**config.mk**
```make
export PLATFORM = sky130hd
export DESIGN_NAME = bram_stream_reader
export DESIGN_NICKNAME = d
export VERILOG_FILES = /design/src/rtl/bram_pkg.sv /design/src/rtl/skid_fifo2.sv /design/src/rtl/bram_stream_reader.sv
export SDC_FILE = /design/constraint.sdc
export NUM_CORES = 1
export LEC_CHECK = 0
export CORE_MARGIN = 1
export CORE_UTILIZATION = 47
export DETAILED_ROUTE_END_ITERATION = 10
export GPL_TIMING_DRIVEN = 0
export PLACE_DENSITY = 0.89
export SETUP_SLACK_MARGIN = 0.4
export SLEW_MARGIN = 20
export SYNTH_ARGS = -nofsm -noshare
export SYNTH_HDL_FRONTEND = slang
export SYNTH_SLANG_ARGS = --single-unit
```
**constraint.sdc**
```tcl
create_clock -name CLK -period 5.3 [get_ports CLK]
set_input_delay 1.325 -clock CLK [delete_from_list [all_inputs] [get_ports CLK]]
set_output_delay 1.325 -clock CLK [all_outputs]
set_load 0.01 [all_outputs]
```
**src/rtl/bram_pkg.sv**
```systemverilog
// Shared constants and FSM encoding for the BRAM-to-AXI-Stream reader.
package bram_pkg;

   localparam int BRAM_DW    = 128;
   localparam int BRAM_WL    = 256;
   localparam int ADDR_SHIFT = 2;
   localparam int ADDR_W     = 13;

   typedef enum logic [1:0] {
      ST_IDLE  = 2'd0,
      ST_RUN   = 2'd1,
      ST_DRAIN = 2'd2
   } state_t;

endpackage

```
**src/rtl/skid_fifo2.sv**
```systemverilog
// Two-entry FIFO with a registered head; a full FIFO accepts a push only alongside a pop.
module skid_fifo2 #(
   parameter int W = 8
) (
   input  logic         CLK,
   input  logic         RST,
   input  logic         push,
   input  logic [W-1:0] din,
   input  logic         pop,
   output logic [W-1:0] dout,
   output logic         full,
   output logic         empty
);

   logic [W-1:0] e0;
   logic [W-1:0] e1;
   logic [1:0]   cnt;
   logic         pop_ok;
   logic         push_ok;

   assign pop_ok  = pop && (cnt != 2'd0);
   assign push_ok = push && ((cnt != 2'd2) || pop_ok);
   assign dout    = e0;
   assign full    = (cnt == 2'd2);
   assign empty   = (cnt == 2'd0);

   always_ff @(posedge CLK) begin
      if (RST) begin
         e0  <= '0;
         e1  <= '0;
         cnt <= 2'd0;
      end else begin
         case ({push_ok, pop_ok})
            2'b10: begin
               if (cnt == 2'd0) e0 <= din;
               else             e1 <= din;
               cnt <= cnt + 2'd1;
            end
            2'b01: begin
               e0  <= e1;
               cnt <= cnt - 2'd1;
            end
            2'b11: begin
               // head leaves; the new word lands behind whatever remains
               if (cnt == 2'd1) begin
                  e0 <= din;
               end else begin
                  e0 <= e1;
                  e1 <= din;
               end
            end
            default: ;
         endcase
      end
   end

endmodule

```
**src/rtl/bram_stream_reader.sv**
```systemverilog
// Streams len consecutive BRAM words (wrapping at WL) starting at base_idx out of an AXI-Stream master.
//
// state    | meaning
// ST_IDLE  | waiting for start; the first read is issued in the start cycle itself
// ST_RUN   | issuing reads while the FIFO has room
// ST_DRAIN | all reads issued, waiting for the last beat to handshake
module bram_stream_reader
   import bram_pkg::*;
#(
   parameter int DW = BRAM_DW,
   parameter int WL = BRAM_WL
) (
   input  logic              CLK,
   input  logic              RST,
   input  logic              start,
   input  logic [7:0]        base_idx,
   input  logic [8:0]        len,
   output logic              busy,
   output logic              done,
   output logic              bram_EN,
   output logic [3:0]        bram_WE,
   output logic [ADDR_W-1:0] bram_A,
   output logic [DW-1:0]     bram_Di,
   input  logic [DW-1:0]     bram_Do,
   output logic [DW-1:0]     m_tdata,
   output logic              m_tvalid,
   output logic              m_tlast,
   input  logic              m_tready
);

   localparam int IW = $clog2(WL);

   state_t            state;
   logic [8:0]        len_q;
   logic [8:0]        iss_cnt;
   logic [8:0]        iss_cnt_n;
   logic [IW-1:0]     rd_idx;
   logic [IW-1:0]     issue_idx;
   logic [ADDR_W-1:0] issue_addr;
   logic [ADDR_W-1:0] a_q;
   logic              rd_pend;
   logic              rd_last;
   logic              issue;
   logic              issue_last;
   logic              start_go;
   logic              run_go;
   logic              credit;
   logic              pop;
   logic [1:0]        occ;
   logic [1:0]        load;
   logic              fifo_full;
   logic              fifo_empty;
   logic [DW:0]       fifo_dout;

   function automatic logic [IW-1:0] next_idx(input logic [IW-1:0] idx);
      return (idx == IW'(WL - 1)) ? '0 : idx + IW'(1);
   endfunction

   assign bram_WE = 4'b0000;
   assign bram_Di = '0;

   assign m_tvalid = !fifo_empty;
   assign m_tdata  = fifo_dout[DW-1:0];
   assign m_tlast  = m_tvalid && fifo_dout[DW];
   assign pop      = m_tvalid && m_tready;

   // in-flight read plus buffered words, with this cycle's pop already freed
   assign occ    = fifo_full ? 2'd2 : (fifo_empty ? 2'd0 : 2'd1);
   assign load   = occ - {1'b0, pop} + {1'b0, rd_pend};
   assign credit = (load < 2'd2);

   assign start_go  = (state == ST_IDLE) && start && (len != 9'd0);
   assign run_go    = (state == ST_RUN) && (iss_cnt != len_q) && credit;
   assign issue     = !RST && (start_go || run_go);
   assign iss_cnt_n = iss_cnt + {8'd0, issue};

   assign issue_last = (state == ST_IDLE) ? (len == 9'd1) : (iss_cnt == len_q - 9'd1);
   assign issue_idx  = (state == ST_IDLE) ? IW'(base_idx) : rd_idx;
   assign issue_addr = ADDR_W'(issue_idx) << ADDR_SHIFT;

   // the address is presented combinationally so the first read goes out in the start cycle
   assign bram_A  = issue ? issue_addr : a_q;
   assign bram_EN = !RST && (issue || rd_pend);

   always_ff @(posedge CLK) begin
      if (RST) begin
         state   <= ST_IDLE;
         busy    <= 1'b0;
         done    <= 1'b0;
         len_q   <= 9'd0;
         iss_cnt <= 9'd0;
         rd_idx  <= '0;
         rd_pend <= 1'b0;
         rd_last <= 1'b0;
         a_q     <= '0;
      end else begin
         done    <= 1'b0;
         rd_pend <= issue;
         rd_last <= issue && issue_last;
         if (issue) a_q <= issue_addr;
         case (state)
            ST_IDLE: begin
               if (start) begin
                  if (len == 9'd0) begin
                     done <= 1'b1;
                  end else begin
                     state   <= ST_RUN;
                     busy    <= 1'b1;
                     len_q   <= len;
                     iss_cnt <= 9'd1;
                     rd_idx  <= next_idx(IW'(base_idx));
                  end
               end
            end
            ST_RUN: begin
               if (issue) begin
                  iss_cnt <= iss_cnt_n;
                  rd_idx  <= next_idx(rd_idx);
               end
               if (iss_cnt_n == len_q) state <= ST_DRAIN;
            end
            ST_DRAIN: begin
               if (pop && m_tlast) begin
                  state <= ST_IDLE;
                  busy  <= 1'b0;
                  done  <= 1'b1;
               end
            end
            default: state <= ST_IDLE;
         endcase
      end
   end

   skid_fifo2 #(.W(DW + 1)) u_fifo (
      .CLK   (CLK),
      .RST   (RST),
      .push  (rd_pend),
      .din   ({rd_last, bram_Do}),
      .pop   (pop),
      .dout  (fifo_dout),
      .full  (fifo_full),
      .empty (fifo_empty)
   );

endmodule

```
---- After elaboration in Yosys (flattened, before gate mapping) ----
Cells that the tools add are included.
word-level totals
  register bits after elaboration ......... 305
  word-level logic and storage cells ...... 112
operators by class
  add/sub/neg operators ................... 8
  multiplexer cells ....................... 35
  reductions and logical operators ........ 33
  magnitude comparators ................... 1
  equal/unequal tests ..................... 22
  bitwise logic cells ..................... 1
operators by type and width
  kind                   number
  $mux W129              4
  $pmux W129 S3          1
  $pmux W129 S2          1
  $mux W8                6
  $mux W9                3
  $eq A9 B9 Y1           2
  $pmux W9 S2            1
  $add A8 B1 Y8 const B  2
  $eq A8 B8 Y1 const B   2
  $ne A2 B2 Y1 const B   8
  $pmux W8 S2            1
  $mux W13               1
  $logic_and A1 B1 Y1    12
  $reduce_and A4 Y1      3
  $mux W2                5
  $reduce_bool A2 Y1     5
  $add A9 B1 Y9          1
  $eq A9 B1 Y1 const B   1
  $logic_not A9 Y1       1
  $ne A9 B9 Y1           1
  $reduce_bool A9 Y1     1
  $sub A9 B1 Y9 const B  1
  $eq A2 B2 Y1 const B   4
  $mux W1                8
  other kinds (17)       25

---- Depth between registers and ports, before layout ----
  depth after elaboration ................. 13
  gate-level depth with buffers ........... 17

---- Hierarchy ----
A second synthesis with hierarchy kept.
second synthesis, totals
  cells, all modules ...................... 1809
  area total of the unflattened synthesis .. 14238.7 um2
by module, submodules not included
  module              cells each  area an instance (um2)  instances
  skid_fifo2          1301        10072.2                 1
  bram_stream_reader  508         4166.5                  1

---- Least setup slack after synthesis ----
Ideal clock, no wire load.
  path type ............................... input -> output
  start point ............................. input m_tready
  end point ............................... output bram_A[2]
  arrival ................................. 3.416 ns
  path slack .............................. 0.559 ns
  stages on the path ...................... 9
  cells stage by stage .................... nor2b_1 clkbuf_1 ha_1 nor2b_1 xnor2_2 o211ai_1 a21o_4 inv_4 mux2_4
on the way
  cells in the longest elaborated chain, start to end .. 8
RTL lines
  item                 RTL line                  text
  start, declared      bram_stream_reader.sv:28  input logic m_tready
  $logic_and A1 B1 Y1  bram_stream_reader.sv:65  assign pop = m_tvalid && m_tready;
  $sub A2 B1 Y2        bram_stream_reader.sv:69  assign load = occ - {1'b0, pop} + {1'b0, rd_pend};
  $add A2 B1 Y2        bram_stream_reader.sv:69
  $lt A2 B2 Y1         bram_stream_reader.sv:70  assign credit = (load < 2'd2);
  $logic_and A1 B1 Y1  bram_stream_reader.sv:73  assign run_go = (state == ST_RUN) && (iss_cnt != len_q) && credit;
  $logic_or A1 B1 Y1   bram_stream_reader.sv:74  assign issue = !RST && (start_go || run_go);
  $logic_and A1 B1 Y1  bram_stream_reader.sv:74
  net issue            bram_stream_reader.sv:43  logic issue;
  $mux W13             n/a
  end, declared        bram_stream_reader.sv:22  output logic [ADDR_W-1:0] bram_A,
The timed path passes the listed nets, and every way through them passes these cells.

---- Final worst setup path ----
  start point ............................. input len[5]
  end point ............................... output bram_A[2]
on the way
  cells in the longest elaborated chain, start to end .. 5
RTL lines
  item                 RTL line                  text
  start, declared      bram_stream_reader.sv:17  input logic [8:0] len,
  $reduce_bool A9 Y1   bram_stream_reader.sv:72  assign start_go = (state == ST_IDLE) && start && (len != 9'd0);
  $logic_and A1 B1 Y1  bram_stream_reader.sv:72
  $logic_or A1 B1 Y1   bram_stream_reader.sv:74
  $logic_and A1 B1 Y1  bram_stream_reader.sv:74
  net issue            bram_stream_reader.sv:43
  $mux W13             n/a
The timed path passes the listed nets, and every way through them passes these cells.

==> impl_metrics.json <==
{
  "initial_core_util_pct": 48.1,
  "status": "complete, no violations",
  "finalSetupViolations": 0,
  "hold_viol": 0,
  "layout-drive-gt1-share_pct": 16.0,
  "port_buffers": 293,
  "synth_seq_cells": 305,
  "fin_crit_ns": 4.82,
  "synth_enable_flop_cells": 0,
  "start_kind": "input pin",
  "dieHeight_um": 182,
  "finalNetCount": 2460,
  "power.density_nw_per_um2": 504,
  "drt_pre_antenna_iters": 5,
  "clock_latency_ns": 0.52,
  "area_delta_synth_final_pct": 33.8,
  "cts_buffers": 35,
  "required_ns": 3.97,
  "worstSetupEndpointType": "primary output",
  "finClkSkew_ns": 0.0151,
  "grtUsageTotal_pct": 25.9,
  "cts_sinks": 305,
  "tightest_slew_ns": 1.04,
  "synth_cells": 1827,
  "grt_antenna_before_repair": 6,
  "hpwl_um": 33000,
  "p_leak_nw": 8.79,
  "synth_area_um2": 15300,
  "gp_congestion": 0.909,
  "route.antenna.remaining_nets": 0,
  "clock-root-buffer": "clkbuf_16",
  "post-route-period-util_pct": 91.0,
  "worstPathMaxFanout": 5,
  "cpMaxStageDelayCell": "or4_4",
  "rsz0062_at_grt": "no",
  "slew_viol_final": 0,
  "crit_arrival_ns": 3.50,
  "clk_pin_slew_ns": 0.06,
  "power_w": 0.0103,
  "ys_warn_count": 0,
  "vias": 14000,
  "fp.coreArea_um2": 31700,
  "clockBufferDepth": 3,
  "max_freq_ghz": 0.207,
  "first_iter_violations": 810,
  "grt_max_degree": 13,
  "finalWirelength_um": 44600,
  "grt_pass1_wl_um": 69200,
  "rows": 65,
  "yosysSeqAreaShare_pct": 40.0,
  "tritoncts": "built",
  "finalSetupTns_ns": 0,
  "timing.critical_path.cells": "clkdlybuf4s50_1 -> or4_4 -> o311a_4 -> a31oi_4 -> a21o_4 -> inv_8 -> mux2_4 -> buf_2",
  "hold_buffers": 0,
  "synth.distinct_cells": 61,
  "ir_drop_v": 0.000275,
  "maxCapViolCount": 0,
  "worst_hold_path_type": "reg -> reg",
  "worstSetupPathType": "in -> out",
  "fin_cells": 2728,
  "ys.flop_type": "dfxtp_1",
  "grt_overflow": 0,
  "holdWs_ns": 0.453,
  "die_w_um": 182,
  "critPathMaxStageDelay_ns": 0.46,
  "wl_per_cell_um": 16.4,
  "vias_per_cell": 5.12,
  "cts_max_level": 2,
  "dp_cells": 2653,
  "grt_pass1_vias": 13500,
  "max_slew_margin_pct": 30.8,
  "drc_errors": 0,
  "ys_async_sr_fraction_pct": 0,
  "die_area_um2": 33200,
  "synth.avg_cell_area_um2": 8.35,
  "ioPinCount": 427
}
[worst max-delay path: cells and delay by family]
family / cells / cell delay (ns)
AOI/OAI and AO/OA: 3 / 0.77
buffers and inverters: 3 / 0.62
muxes: 1 / 0.31
and+or+nand+nor: 1 / 0.46
[metrics by stage]
stage	setup WS (ns)	instance area, µm²	util (%)
global placement	-0.892	19200	60.5
CTS	0.407	20400	64.2
detailed placement	-0.973	19200	60.5
global route	0.411	20400	64.3
floorplan	0.559	15700	-
finish	0.478	20400	64.3
[flip-flops by register name, summed over array words and instances (netlist names)]
register / flops
state: 2
rd_idx: 8
done: 1
len_q: 9
rd_pend: 1
iss_cnt: 9
u_fifo.cnt: 2
busy: 1
a_q: 13
u_fifo.dout: 129
rd_last: 1
u_fifo.e1: 129
[path summary, 6_finish.rpt]
check / cells past startpoint / to / slack, ns / start
worst max register to register: 19 / state[1]$_SDFFE_PP0P_ / 1.35 / u_fifo.cnt[0]$_SDFFE_PP0P_
worst min-delay path: 2 / u_fifo.e1[5]$_SDFFE_PP0P_ / 0.45 / u_fifo.e1[5]$_SDFFE_PP0P_
worst max-delay path: 8 / bram_A[2] / 0.48 / len[5]
worst min register to register: 2 / u_fifo.e1[5]$_SDFFE_PP0P_ / 0.45 / u_fifo.e1[5]$_SDFFE_PP0P_
[cell type report]
cell class | instances | area [µm²]
fill | 2536 | 11300
multi-input combinational | 1240 | 7160
sequential | 305 | 6110
timing repair buffer | 306 | 2980
buffer | 397 | 2490
clock buffer | 48 | 975
tap | 402 | 503
clock inverter | 8 | 109
inverter | 16 | 67.6
antenna | 5 | 12.5
timing repair inverter | 1 | 6.26
[report_power, final]
part / internal (W) / switching (W) / leakage [nW]
Combinational: 0.00237 / 0.00240 / 5.76
Sequential: 0.00289 / 0.000334 / 2.49
Clock: 0.00134 / 0.000945 / 0.530
Total: 0.00660 / 0.00368 / 8.79
[synth_stat cells (2+ instances only)]
library cell  number  area share, %
dfxtp_1          305             40
nand2_1          299            7.4
buf_4            260             13
a21oi_1          159            5.2
nor2_1           150            3.7
a211oi_1         137            6.7
mux2i_1          133            8.7
clkbuf_1         122            3.0
o21ai_0           27           0.89
nand3_1           22           0.72
xnor2_1           17           0.98
inv_1             15           0.37
nor3_1            14           0.46
buf_1              9           0.22
ha_1               9           0.74
nor3b_1            9           0.44
mux2_2             8           0.59
mux2_4             8           0.79
nand4_1            8           0.33
xor2_1             8           0.46
a31oi_1            7           0.29
o2111ai_1          7           0.40
or3_1              7           0.29
and3_1             6           0.25
buf_2              6           0.20
nor2b_1            6           0.25
nor4_1             6           0.25
o32ai_1            6           0.34
a22oi_1            5           0.25
and2_1             5           0.21
nand2b_1           4           0.16
o211ai_1           4           0.20
a21o_1             3           0.15
o31ai_1            3           0.15
o41ai_1            3           0.17
a211o_1            2           0.11
a311oi_1           2           0.11
nand3b_1           2          0.098
o22ai_1            2          0.082
[repair_timing]
action,4_1_cts,5_1_grt
gates cloned,1,0
pin swaps,6,1
endpoints found under the setup margin,18,14
resized for setup,67,9
buffers inserted,10,3
[routing by layer]
layer	track usage [%]	up-vias	share of wire, %
li1	-	6822	-
met1	30.1	6437	39
met2	45.1	563	48
met3	4.81	139	7.0
met4	13.7	2	5.1
met5	0	-	0.029
[cell usage in the layout, fill, tap and decap left out, types with 15 or more instances in the layout]
cell / count
inv_1: 15
nor2_1: 150
mux2i_1: 133
a211oi_1: 137
buf_4: 271
clkdlybuf4s50_1: 271
conb_1: 132
dfxtp_1: 305
a21oi_1: 159
nand3_1: 22
nand2_1: 299
clkbuf_1: 129
o21ai_0: 27
clkbuf_16: 35
xnor2_1: 17
[cells by family (layout without fill, tap and decap cells)]
logic type | after synthesis | after routing | synth area share (%)
AO/OA/AOI/OAI | 378 | 378 | 16.0
XOR/XNOR | 26 | 26 | 1.54
adder cells (fa/ha/maj) | 9 | 9 | 0.738
buffers and inverters | 413 | 776 | 16.6
flip-flops | 305 | 305 | 40.0
multiplexers | 149 | 149 | 10.1
other | 1 | 137 | 0.0246
AND/OR/NAND/NOR | 546 | 546 | 14.9
(Power assumes the default switching activity.)
